<file path="src/rtl/riscv_pkg.sv">
// ---------------------------------------------------------------------------
// riscv_pkg
// Shared definitions for the fetch front end: datapath width, the canonical
// NOP encoding, the instruction-buffer entry type and a sequential-PC helper.
// No ports (package).
// ---------------------------------------------------------------------------
package riscv_pkg;

    localparam int XLEN = 32;

    // addi x0, x0, 0
    localparam logic [XLEN-1:0] NOP_INSTR = 32'h0000_0013;

    typedef struct packed {
        logic [XLEN-1:0] instr;
        logic [XLEN-1:0] pc;
    } fetch_entry_t;

    // Next sequential PC, wrapping modulo 2^32.
    function automatic logic [XLEN-1:0] pc_plus4(input logic [XLEN-1:0] pc);
        return pc + 32'd4;
    endfunction

endpackage

</file>
<file path="src/rtl/fetch_fifo.sv">
// ---------------------------------------------------------------------------
// fetch_fifo
// Synchronous FIFO of fetch_entry_t used as the fetch-to-decode buffer.
// Ports:
//   clk, rst_n        clock, asynchronous active-low reset
//   push, push_data   write request and entry
//   pop               remove head (ignored when empty)
//   flush             empty the buffer; wins over a same-cycle push
//   head              entry at the read pointer
//   count, empty, full  occupancy status
// ---------------------------------------------------------------------------
module fetch_fifo
    import riscv_pkg::*;
#(
    parameter int DEPTH = 4
) (
    input  logic                   clk,
    input  logic                   rst_n,
    input  logic                   push,
    input  fetch_entry_t           push_data,
    input  logic                   pop,
    input  logic                   flush,
    output fetch_entry_t           head,
    output logic [$clog2(DEPTH):0] count,
    output logic                   empty,
    output logic                   full
);

    localparam int PTR_W = $clog2(DEPTH);
    localparam logic [PTR_W:0] PTR_INC = {{PTR_W{1'b0}}, 1'b1};

    fetch_entry_t   mem_r [DEPTH];
    logic [PTR_W:0] wr_ptr_r;
    logic [PTR_W:0] rd_ptr_r;
    logic           pop_s;
    logic           push_s;

    // Extra wrap bit distinguishes full from empty when the index bits match.
    assign count = wr_ptr_r - rd_ptr_r;
    assign empty = (wr_ptr_r == rd_ptr_r);
    assign full  = (wr_ptr_r[PTR_W] != rd_ptr_r[PTR_W]) &&
                   (wr_ptr_r[PTR_W-1:0] == rd_ptr_r[PTR_W-1:0]);
    assign head  = mem_r[rd_ptr_r[PTR_W-1:0]];

    // A push into a full buffer is legal when the head leaves in the same cycle.
    assign pop_s  = pop && !empty;
    assign push_s = push && (!full || pop_s);

    // Read/write pointer update; flush discards everything.
    always_ff @(posedge clk or negedge rst_n) begin
        if (!rst_n) begin
            wr_ptr_r <= {(PTR_W+1){1'b0}};
            rd_ptr_r <= {(PTR_W+1){1'b0}};
        end else if (flush) begin
            wr_ptr_r <= {(PTR_W+1){1'b0}};
            rd_ptr_r <= {(PTR_W+1){1'b0}};
        end else begin
            if (push_s) begin
                wr_ptr_r <= wr_ptr_r + PTR_INC;
            end
            if (pop_s) begin
                rd_ptr_r <= rd_ptr_r + PTR_INC;
            end
        end
    end

    // Entry storage.
    always_ff @(posedge clk or negedge rst_n) begin
        if (!rst_n) begin
            for (int i = 0; i < DEPTH; i++) begin
                mem_r[i] <= '{instr: NOP_INSTR, pc: {XLEN{1'b0}}};
            end
        end else if (push_s && !flush) begin
            mem_r[wr_ptr_r[PTR_W-1:0]] <= push_data;
        end
    end

endmodule

</file>
<file path="src/rtl/fetch_unit.sv">
// ---------------------------------------------------------------------------
// fetch_unit
// Instruction-fetch stage: owns the PC, issues in-order requests to a
// variable-latency instruction memory under a credit limit of DEPTH, buffers
// responses and hands one instruction per cycle to Decode. A redirect from
// Execute reloads the PC, flushes the buffer and drops in-flight responses.
// Ports:
//   clk, rst_n                       clock, asynchronous active-low reset
//   imem_req_valid/ready/addr        request channel (addr is the PC register)
//   imem_rsp_valid/data              in-order response channel, no backpressure
//   StallD                           Decode cannot accept this cycle
//   PCSrcE, PCTargetE                taken branch/jump redirect and target
//   InstrValidD, InstrD, PCD, PCPlus4D  instruction presented to Decode
// ---------------------------------------------------------------------------
module fetch_unit
    import riscv_pkg::*;
#(
    parameter logic [XLEN-1:0] RESET_PC = 32'h0000_0000,
    parameter int              DEPTH    = 4
) (
    input  logic            clk,
    input  logic            rst_n,
    output logic            imem_req_valid,
    input  logic            imem_req_ready,
    output logic [XLEN-1:0] imem_req_addr,
    input  logic            imem_rsp_valid,
    input  logic [XLEN-1:0] imem_rsp_data,
    input  logic            StallD,
    input  logic            PCSrcE,
    input  logic [XLEN-1:0] PCTargetE,
    output logic            InstrValidD,
    output logic [XLEN-1:0] InstrD,
    output logic [XLEN-1:0] PCD,
    output logic [XLEN-1:0] PCPlus4D
);

    localparam int               CNT_W        = $clog2(DEPTH + 1);
    localparam logic [CNT_W-1:0] CNT_ONE      = {{(CNT_W-1){1'b0}}, 1'b1};
    localparam logic [CNT_W-1:0] CNT_ZERO     = {CNT_W{1'b0}};
    localparam logic [CNT_W:0]   CREDIT_LIMIT = (CNT_W+1)'(DEPTH);

    logic [XLEN-1:0]  pc_r;
    logic [XLEN-1:0]  rsp_pc_r;
    logic [CNT_W-1:0] outstanding_r;
    logic [CNT_W-1:0] drop_cnt_r;
    logic [CNT_W-1:0] outstanding_nxt_s;
    logic [CNT_W-1:0] drop_cnt_nxt_s;
    logic [CNT_W-1:0] fifo_count_s;
    logic [CNT_W:0]   inflight_s;
    logic             fifo_empty_s;
    logic             fifo_full_s;
    logic             credit_ok_s;
    logic             accept_s;
    logic             push_s;
    logic             pop_s;
    logic [XLEN-1:0]  pcd_s;
    fetch_entry_t     head_s;
    fetch_entry_t     push_entry_s;

    // Requests in flight plus buffered entries never exceed DEPTH, so every
    // response has a slot waiting for it.
    assign inflight_s  = {1'b0, outstanding_r} + {1'b0, fifo_count_s};
    assign credit_ok_s = !fifo_full_s && (inflight_s < CREDIT_LIMIT);

    // Gated by rst_n so no request is visible while memory is held in reset.
    assign imem_req_valid = rst_n && !PCSrcE && credit_ok_s;
    assign imem_req_addr  = pc_r;
    assign accept_s       = imem_req_valid && imem_req_ready;

    // Responses are discarded in the redirect cycle and while stale ones remain.
    assign push_s       = imem_rsp_valid && !PCSrcE && (drop_cnt_r == CNT_ZERO);
    assign pop_s        = !StallD && !PCSrcE && !fifo_empty_s;
    assign push_entry_s = '{instr: imem_rsp_data, pc: rsp_pc_r};

    fetch_fifo #(
        .DEPTH (DEPTH)
    ) u_fifo (
        .clk       (clk),
        .rst_n     (rst_n),
        .push      (push_s),
        .push_data (push_entry_s),
        .pop       (pop_s),
        .flush     (PCSrcE),
        .head      (head_s),
        .count     (fifo_count_s),
        .empty     (fifo_empty_s),
        .full      (fifo_full_s)
    );

    // Next values of the in-flight and stale-response counters.
    always_comb begin
        outstanding_nxt_s = outstanding_r;
        drop_cnt_nxt_s    = drop_cnt_r;
        if (accept_s && !imem_rsp_valid) begin
            outstanding_nxt_s = outstanding_r + CNT_ONE;
        end else if (!accept_s && imem_rsp_valid) begin
            outstanding_nxt_s = outstanding_r - CNT_ONE;
        end else begin
            outstanding_nxt_s = outstanding_r;
        end
        // Everything still in flight after the redirect cycle is stale; this
        // already includes any drops pending from an earlier redirect.
        if (PCSrcE) begin
            drop_cnt_nxt_s = imem_rsp_valid ? (outstanding_r - CNT_ONE) : outstanding_r;
        end else if (imem_rsp_valid && (drop_cnt_r != CNT_ZERO)) begin
            drop_cnt_nxt_s = drop_cnt_r - CNT_ONE;
        end else begin
            drop_cnt_nxt_s = drop_cnt_r;
        end
    end

    // PC, response-PC and counter registers.
    always_ff @(posedge clk or negedge rst_n) begin
        if (!rst_n) begin
            pc_r          <= RESET_PC;
            rsp_pc_r      <= RESET_PC;
            outstanding_r <= CNT_ZERO;
            drop_cnt_r    <= CNT_ZERO;
        end else begin
            if (PCSrcE) begin
                pc_r     <= PCTargetE;
                rsp_pc_r <= PCTargetE;
            end else begin
                if (accept_s) begin
                    pc_r <= pc_plus4(pc_r);
                end
                if (push_s) begin
                    rsp_pc_r <= pc_plus4(rsp_pc_r);
                end
            end
            outstanding_r <= outstanding_nxt_s;
            drop_cnt_r    <= drop_cnt_nxt_s;
        end
    end

    // When the buffer is empty PCD shows the PC the next instruction will carry.
    assign pcd_s       = fifo_empty_s ? rsp_pc_r : head_s.pc;
    assign InstrValidD = !fifo_empty_s;
    assign InstrD      = fifo_empty_s ? NOP_INSTR : head_s.instr;
    assign PCD         = pcd_s;
    assign PCPlus4D    = pc_plus4(pcd_s);

endmodule

</file>
<file path="config.mk">
export PLATFORM = sky130hd
export DESIGN_NAME = fetch_unit
export DESIGN_NICKNAME = d
export VERILOG_FILES = /design/src/rtl/riscv_pkg.sv /design/src/rtl/fetch_fifo.sv /design/src/rtl/fetch_unit.sv
export SDC_FILE = /design/constraint.sdc
export NUM_CORES = 1
export LEC_CHECK = 0
export CORE_MARGIN = 3
export CORE_UTILIZATION = 45
export DETAILED_ROUTE_END_ITERATION = 12
export GPL_TIMING_DRIVEN = 0
export HOLD_SLACK_MARGIN = 0.15
export PLACE_DENSITY = 0.66
export SLEW_MARGIN = 10
export SYNTH_ARGS = -nofsm -noshare
export SYNTH_HDL_FRONTEND = slang
export SYNTH_SLANG_ARGS = --single-unit
</file>
<file path="constraint.sdc">
create_clock -name clk -period 14.6 [get_ports clk]
set_input_delay 2.92 -clock clk [delete_from_list [all_inputs] [get_ports clk]]
set_output_delay 2.92 -clock clk [all_outputs]
set_load 0.01 [all_outputs]
</file>
==> results.md, run 1 <==
- Hold path endpoint: u_fifo.mem_r[0]
- Diodes inserted: 0
- # rows: 70
- Port bufs: 198
- First-pass GRT wire length: 72.9 mm
- RePlAce Congestion: 0.896
- Post-Syn Instances: 1359
- Clock sinks: 332
- PD cells: 165 nW/um^2
- Die height: 200 um
- Total global routing overflow: 0
- WHS: 0.480 ns
- Top cells by area, synth: dfrtp_1 (47%), mux2_2 (17%), mux4_2 (7.0%), nand2_1 (3.3%), xor2_1 (2.2%)
- Post-synth top area share: 47.2%
- Setup tns final: 0 ns
- Die ar.: 40100 um^2
- Leak: 9.36 nW
- Nets: 1689
- Synth Flop Type: dfrtp_1
- GRT Total Usage: 23.0%
- R2R depth: 17
- Final non-filler cell area: 21000 um^2
- Fraction of layout cells with a size suffix above 1: 28.5%
- Pre-Repair DR Iteration Count: 5
- I/O pin count: 200
- Post-synth EDFFs: 0
- Total Routed Length: 46.4 mm
- Vias in the first global route: 12400
- Fin crit share: 76.9%
- Die width: 200 um
- Synthesized area: 17000 um^2
- Worst R2R Setup Slack: 8.83 ns
- Tightest Pin Transition: 0.890 ns
- Initial antenna violation count: 0
- Initial DRC count: 745
- Ys async rst share: 100%
- Post-synth top area cell: dfrtp_1
- Initial Util: 46.0%
- Clock transition at the registers of the reported paths: 0.05 ns
- DP Area: 19700 um^2
- WP data required: 11.68 ns
- Max Clk Rate: 89.0 MHz
- Distinct cells, synth: 72
- CP startpoint kind: flop
- Peak supply drop: 0.119 mV
- Critical path peak fanout: 10
- Worst hold start: u_fifo.mem_r[0]
- Resized cells post-CTS: 0
- CTS tree: built
- Number of hold buffers added after cts: 0
- Max_slew headroom: 40.1%
- Reg-to-Reg End: outstanding_r[2]
- Cells on Worst Hold Path: 2
- Via count: 12000
- Reg2reg start: u_fifo.rd_ptr_r[1]
- Routed Antenna Nets: 0
- # setup viols final: 0
- H-tree depth: 2
- Outcome: completed
- DR WL/cell: 21.8 um
- Dpl hpwl: 33.1 mm
- Ys Warns: 0
- Clock Latency Late Sink: 0.55 ns
- Syn Area/Cell: 12.5 um^2
- Skew final: 0.0230 ns
- Crit path capture type: output port
- Yosys reg bits: 332
- WP data arrival: 8.31 ns
- # Post-CTS Setup Buffers: 0
- RSZ-0062 raised after global routing: false
- Post-synthesis sequential area ratio: 49.0%
- Largest net degree at the start of global routing: 108
- MaxCap Viol Count: 0
- Synth-to-Final Area Change: 23.5%
- CORE AREA: 36900 um^2
- Final Hold Viols: 0
- CTS buffer count: 39
- Final Slew Violations: 0
- Vias per inst: 5.64
- Syn_nets: 1447
- Crit path time final: 11.23 ns
- Post-route DRC: 0
- Hold Path Class: reg2reg
- Root buf cell: clkbuf_16
- Crit path kind: reg2out
- Bufs on Longest Clock Path: 3
-- Yosys cell counts (all sizes together) (5+ instances only) --
| cell | number |
|---|---|
| mux2i | 7 |
| dfstp | 12 |
| nand4 | 20 |
| nand2 | 149 |
| a31oi | 10 |
| o311ai | 10 |
| a21oi | 8 |
| mux4 | 64 |
| buf | 46 |
| o22ai | 7 |
| o21ai | 65 |
| xnor2 | 31 |
| and2 | 37 |
| nor4 | 9 |
| clkbuf | 55 |
| dfrtp | 320 |
| and3 | 13 |
| xor2 | 42 |
| nor2 | 37 |
| or2 | 5 |
| o211ai | 13 |
| nand3 | 40 |
| ha | 17 |
| mux2 | 262 |
| inv | 26 |
| nor3 | 15 |
-- cell type report --
| class | count | area [um^2] |
|---|---|---|
| Sequential cell | 332 | 8320 |
| Timing Repair Buffer | 201 | 2070 |
| Inverter | 28 | 106 |
| Fill cell | 3084 | 15900 |
| Tap cell | 504 | 631 |
| Clock inverter | 10 | 123 |
| Buffer | 101 | 500 |
| Clock buffer | 59 | 1160 |
| Multi-Input combinational cell | 898 | 8040 |
-- kinds of logic after synthesis --
logic type,after synthesis,share of synthesized area (%)
AND/OR/NAND/NOR,343,10.3
flip-flops,332,49.0
multiplexers,333,26.6
buffers and inverters,129,3.58
AO/OA/AOI/OAI,131,5.33
adder cells (fa/ha/maj),18,1.37
XOR/XNOR,73,3.77
-- critical path, cell delays in order (launching register included) --
cell	delay, ns
dfrtp_1	0.45
buf_4	0.26
buf_2	0.33
buf_1	0.60
clkbuf_1	0.59
inv_1	0.18
ha_1	0.34
nand2_1	0.23
clkbuf_4	0.35
nor2_8	0.25
buf_1	0.64
clkbuf_1	0.73
nand2_1	0.11
nand2_1	0.16
ha_1	0.35
nand3_1	0.11
nor3_1	0.34
nor2_1	0.24
nand4b_4	0.31
nor4_2	0.46
xor2_1	0.17
clkdlybuf4s50_1	0.55
-- layout by cell type (no fill, tap or decap), types with 11 or more instances in the layout --
| cell | count |
|---|---|
| xor2_1 | 42 |
| inv_1 | 25 |
| ha_1 | 17 |
| clkdlybuf4s50_1 | 197 |
| o21ai_0 | 58 |
| o211ai_1 | 13 |
| dfrtp_1 | 320 |
| dfstp_2 | 12 |
| nand2_1 | 148 |
| and3_1 | 13 |
| xnor2_1 | 31 |
| clkbuf_8 | 11 |
| nor2_1 | 36 |
| clkbuf_16 | 39 |
| nand3_1 | 40 |
| mux4_2 | 53 |
| mux2_2 | 261 |
| clkbuf_1 | 62 |
| mux4_1 | 11 |
| nor3_1 | 15 |
| nand4_1 | 18 |
| and2_1 | 37 |
| buf_2 | 31 |
-- worst max path at each step --
| stage | start | end | slack, ns | depth (start not counted) |
|---|---|---|---|---|
| finish | u_fifo.rd_ptr_r[1] | PCPlus4D[26] | 3.37 | 21 |
| global route | u_fifo.rd_ptr_r[1] | PCPlus4D[26] | 2.99 | 21 |
| CTS | u_fifo.rd_ptr_r[1] | PCPlus4D[26] | 3.37 | 21 |
| detailed placement | u_fifo.rd_ptr_r[1] | PCPlus4D[26] | 3.98 | 21 |
| global placement | rst_n | imem_req_valid | -4.82 | 5 |
| floorplan | u_fifo.rd_ptr_r[1] | PCPlus4D[26] | 6.98 | 23 |
-- stage by stage --
| stage | utilization [%] | setup WS [ns] | total power, W | instances |
|---|---|---|---|---|
| after floorplan | - | 6.98 | 0.00196 | 1359 |
| after global placement | 53.1 | -4.82 | 0.00249 | 2061 |
| after detailed placement | 53.4 | 3.98 | 0.00251 | 2064 |
| after CTS | 56.8 | 3.37 | 0.00349 | 2133 |
| after global routing | 56.8 | 2.99 | 0.00364 | 2133 |
| final | 56.8 | 3.37 | 0.00346 | 2133 |
-- where the power goes --
group / total [W] / leakage, nW / switching (W) / internal [W]
Combinational: 0.00128 / 4.39 / 0.000618 / 0.000659
Sequential: 0.00122 / 4.34 / 0.000109 / 0.00111
Clock: 0.000964 / 0.631 / 0.000394 / 0.000571
-- metal layers --
metal	share of wire [%]	global-route usage, %
met1	43	31.5
met2	48	37.5
met3	6.3	4.66
met4	2.6	6.32
met5	0	0
-- flip-flops by register name, indices dropped and copies added, names as in the netlist --
signal           flops
u_fifo.rd_ptr_r      3
rsp_pc_r            32
outstanding_r        3
drop_cnt_r           3
imem_req_addr       32
u_fifo.wr_ptr_r      3
u_fifo.mem_r       256
(Power assumes the default switching activity.)
==> run 2: changes to the inputs <==
==> constraint.sdc (replaced) <==
create_clock -name clk -period 10.75 [get_ports clk]
set_input_delay 2.15 -clock clk [delete_from_list [all_inputs] [get_ports clk]]
set_output_delay 2.15 -clock clk [all_outputs]
set_load 0.01 [all_outputs]
==> run 2 against run 1 <==
  * Setup slack worse by 3.0 ns
  * Clock power up 36%
  * Sequential share of layout area hardly changed
  * Non-clock buffer count is the same
  * Critical path type unchanged
  * Highest routed layer unchanged
  * Critical path depth up 3
  * Hold slack is the same
  * Count of clock-buffer cells in the layout stayed put
  * Register-to-register slack lost 3.8 ns
  * Combinational power up 35%
  * Power up 36%
  * Final cell count did not move
==> results.md, run 2 (synthesis gave the netlist of run 1 again) <==
- Outcome: completed (unchanged)
- Skew final: 0.0229 ns (was 0.0230 ns)
- MaxCap Viol Count: 0 (unchanged)
- P_sw: 0.00152 W (was 0.00112 W)
- Leak: 9.36 nW (about the same)
- Critical path peak fanout: 10 (unchanged)
- Die height: 200 um (unchanged)
- Clock Latency Late Sink: 0.55 ns (about the same)
- Bufs on Longest Clock Path: 3 (unchanged)
- M1 WL: 20.2 mm (was 20.1 mm)
- Crit path time final: 10.33 ns
- Max Used Layer: met4 (unchanged)
- Largest net degree at the start of global routing: 108 (unchanged)
- Commonest non-fill, non-tap cells in the layout: dfrtp_1 (320), mux2_2 (261), clkdlybuf4s50_1 (197), nand2_1 (148), clkbuf_1 (61) (was dfrtp_1 (320), mux2_2 (261), clkdlybuf4s50_1 (197), nand2_1 (148), clkbuf_1 (62))
- Peak supply drop: 0.161 mV (was 0.119 mV)
- Synth-to-Final Area Change: 23.5% (about the same)
- H-tree depth: 2 (unchanged)
- Clock transition at the registers of the reported paths: 0.05 ns (about the same)
- PD cells: 225 nW/um^2 (was 165 nW/um^2)
- Min setup slack post-route: 0.418 ns (was 3.37 ns)
- Clock sinks: 332 (unchanged)
- Dpl ws: 0.903 ns (was 3.98 ns)
- Initial Util: 46.0% (unchanged)
- CTS buffer count: 39 (unchanged)
- Commonest non-fill, non-tap cell in the layout: dfrtp_1 (unchanged)
- GRT Total Usage: 23.0% (unchanged)
- Initial antenna violation count: 0 (unchanged)
- Root buf cell: clkbuf_16 (unchanged)
- CORE AREA: 36900 um^2 (unchanged)
- # rows: 70 (unchanged)
- First-pass GRT wire length: 72.9 mm (unchanged)
- Vias in the first global route: 12400 (unchanged)
- RSZ-0062 raised after global routing: false (unchanged)
- Largest Register: u_fifo.mem_r (unchanged)
- Routed Antenna Nets: 0 (unchanged)
- Final Hold Viols: 0 (unchanged)
- Initial DRC count: 748 (was 745)
- CP Buf/Inv Count: 12 (was 9)
- # setup viols final: 0 (unchanged)
- I/O pin count: 200 (unchanged)
- Pre-Repair DR Iteration Count: 7 (was 5)
- Clock power share: 27.8% (about the same)
- Max FFs per register: 256 (unchanged)
- WP data required: 8.60 ns (was 11.68 ns)
- Critical-path cell list: buf_4 -> buf_2 -> buf_1 -> clkbuf_1 -> inv_1 -> ha_1 -> nand2_1 -> clkbuf_4 -> nor2_8 -> clkinv_2 -> buf_6 -> buf_2 -> buf_2 -> buf_2 -> nand2_1 -> nand2_1 -> ha_1 -> nand3_1 -> nor3_1 -> nor2_1 -> nand4b_4 -> nor4_2 -> xor2_1 -> clkdlybuf4s50_1 (was buf_4 -> buf_2 -> buf_1 -> clkbuf_1 -> inv_1 -> ha_1 -> nand2_1 -> clkbuf_4 -> nor2_8 -> buf_1 -> clkbuf_1 -> nand2_1 -> nand2_1 -> ha_1 -> nand3_1 -> nor3_1 -> nor2_1 -> nand4b_4 -> nor4_2 -> xor2_1 -> clkdlybuf4s50_1)
- Dpl hpwl: 33.1 mm (unchanged)
- CP startpoint kind: flop (unchanged)
- Post-route DRC: 0 (unchanged)
- Multi-input logic area: 8040 um^2 (unchanged)
- CP dominant cell by count: buf_2 (was nand2_1)
- Via count: 12100 (was 12000)
- Slowest stage cell, crit path: buf_1 (was clkbuf_1)
- Combinational share of power: 36.9% (about the same)
- RePlAce Congestion: 0.896 (unchanged)
- Die ar.: 40100 um^2 (unchanged)
- Number of hold buffers added after cts: 0 (unchanged)
- Metal3 WL: 2.85 mm (was 2.92 mm)
- Fillers: 3083 (was 3084)
- Routed wl met2: 22.2 mm (about the same)
- Cell Int Power: 0.00318 W (was 0.00234 W)
- Final Core Density: 56.8% (about the same)
- CTS tree: built (unchanged)
- Fraction of layout cells with a size suffix above 1: 28.6% (was 28.5%)
- Port bufs: 198 (unchanged)
- Worst path top cell family by delay: buffers and inverters (unchanged)
- Final Slew Violations: 0 (unchanged)
- Sequential share of power: 35.3% (about the same)
- Nets: 1689 (unchanged)
- Crit path kind: reg2out (unchanged)
- WP data arrival: 8.18 ns (was 8.31 ns)
- Tightest Pin Transition: 0.894 ns (was 0.890 ns)
- Hold Path Class: reg2reg (unchanged)
- Vias per inst: 5.65 (was 5.64)
- Die width: 200 um (unchanged)
- Fin crit share: 96.1%
- Crit path capture type: output port (unchanged)
- Total global routing overflow: 0 (unchanged)
- Max_slew headroom: 39.8% (was 40.1%)
- Total Routed Length: 46.4 mm (about the same)
- DR WL/cell: 21.8 um (about the same)
- Max Clk Rate: 96.8 MHz
- WHS: 0.480 ns (unchanged)
- Switching Share: 32.3% (about the same)
- Diodes inserted: 0 (unchanged)
- Critical Path Max Stage Delay: 0.60 ns (was 0.73 ns)
- Area of all sequential standard cells: 8320 um^2 (unchanged)
-- run 2: cell count changes in the layout (fill, tap and decap cells not counted) --
cell,change
clkbuf_1,-1
clkbuf_2,+1
-- run 2: metal layers --
layer	track usage, %	up-vias
met5	0	-
met4	6.32	0
met3	4.66	74
met2	37.5	380
met1	31.5	6200
li1	-	5398
-- run 2: final timing paths --
path	slack (ns)	start	end	depth (start not counted)
worst min register to register	0.48	u_fifo.mem_r[0]	u_fifo.mem_r[0]	2
max in group asynchronous	7.80	rst_n	u_fifo.mem_r[48]	3
min in group asynchronous	1.58	rst_n	u_fifo.mem_r[206]	1
worst max register to register	5.00	u_fifo.rd_ptr_r[1]	outstanding_r[2]	17
worst min-delay path	0.48	u_fifo.mem_r[0]	u_fifo.mem_r[0]	2
worst max-delay path	0.42	u_fifo.rd_ptr_r[1]	PCPlus4D[26]	24
-- run 2: metrics by stage --
step                cells  TNS (ns)  cell area, um^2  total power [W]
detailed placement   2064         0            19700          0.00341
floorplan            1359         0            17000          0.00266
CTS                  2133         0            21000          0.00474
finish               2133         0            21000          0.00471
global route         2133         0            21000          0.00494
global placement     2061  -2497.83            19600          0.00338
-- run 2: layout make-up --
class	instances	area share, %
Timing Repair Buffer	201	9.87
Tap cell	504	3.01
Sequential cell	332	39.7
Buffer	101	2.39
Inverter	28	0.507
Clock buffer	59	5.54
Clock inverter	10	0.585
Multi-Input combinational cell	898	38.4
-- run 2: tightest hold or removal path: stages, from the launching register on --
cell and delay (ns):
dfrtp_1 0.34, nand2_1 0.05, o21ai_0 0.06
-- run 2: repair_timing --
action                     4_1_cts  5_1_grt
buffers inserted                 0        0
resized for setup                0        2
setup endpoints to repair        0        1
-- run 2: power by group through the flow --
stage	Combinational, W	Clock, W	Sequential [W]
after global routing	0.00186	0.00139	0.00169
after floorplan	0.00103	0	0.00164
after detailed placement	0.00174	0	0.00168
final	0.00173	0.00131	0.00166
after CTS	0.00175	0.00134	0.00166
after global placement	0.00171	0	0.00167
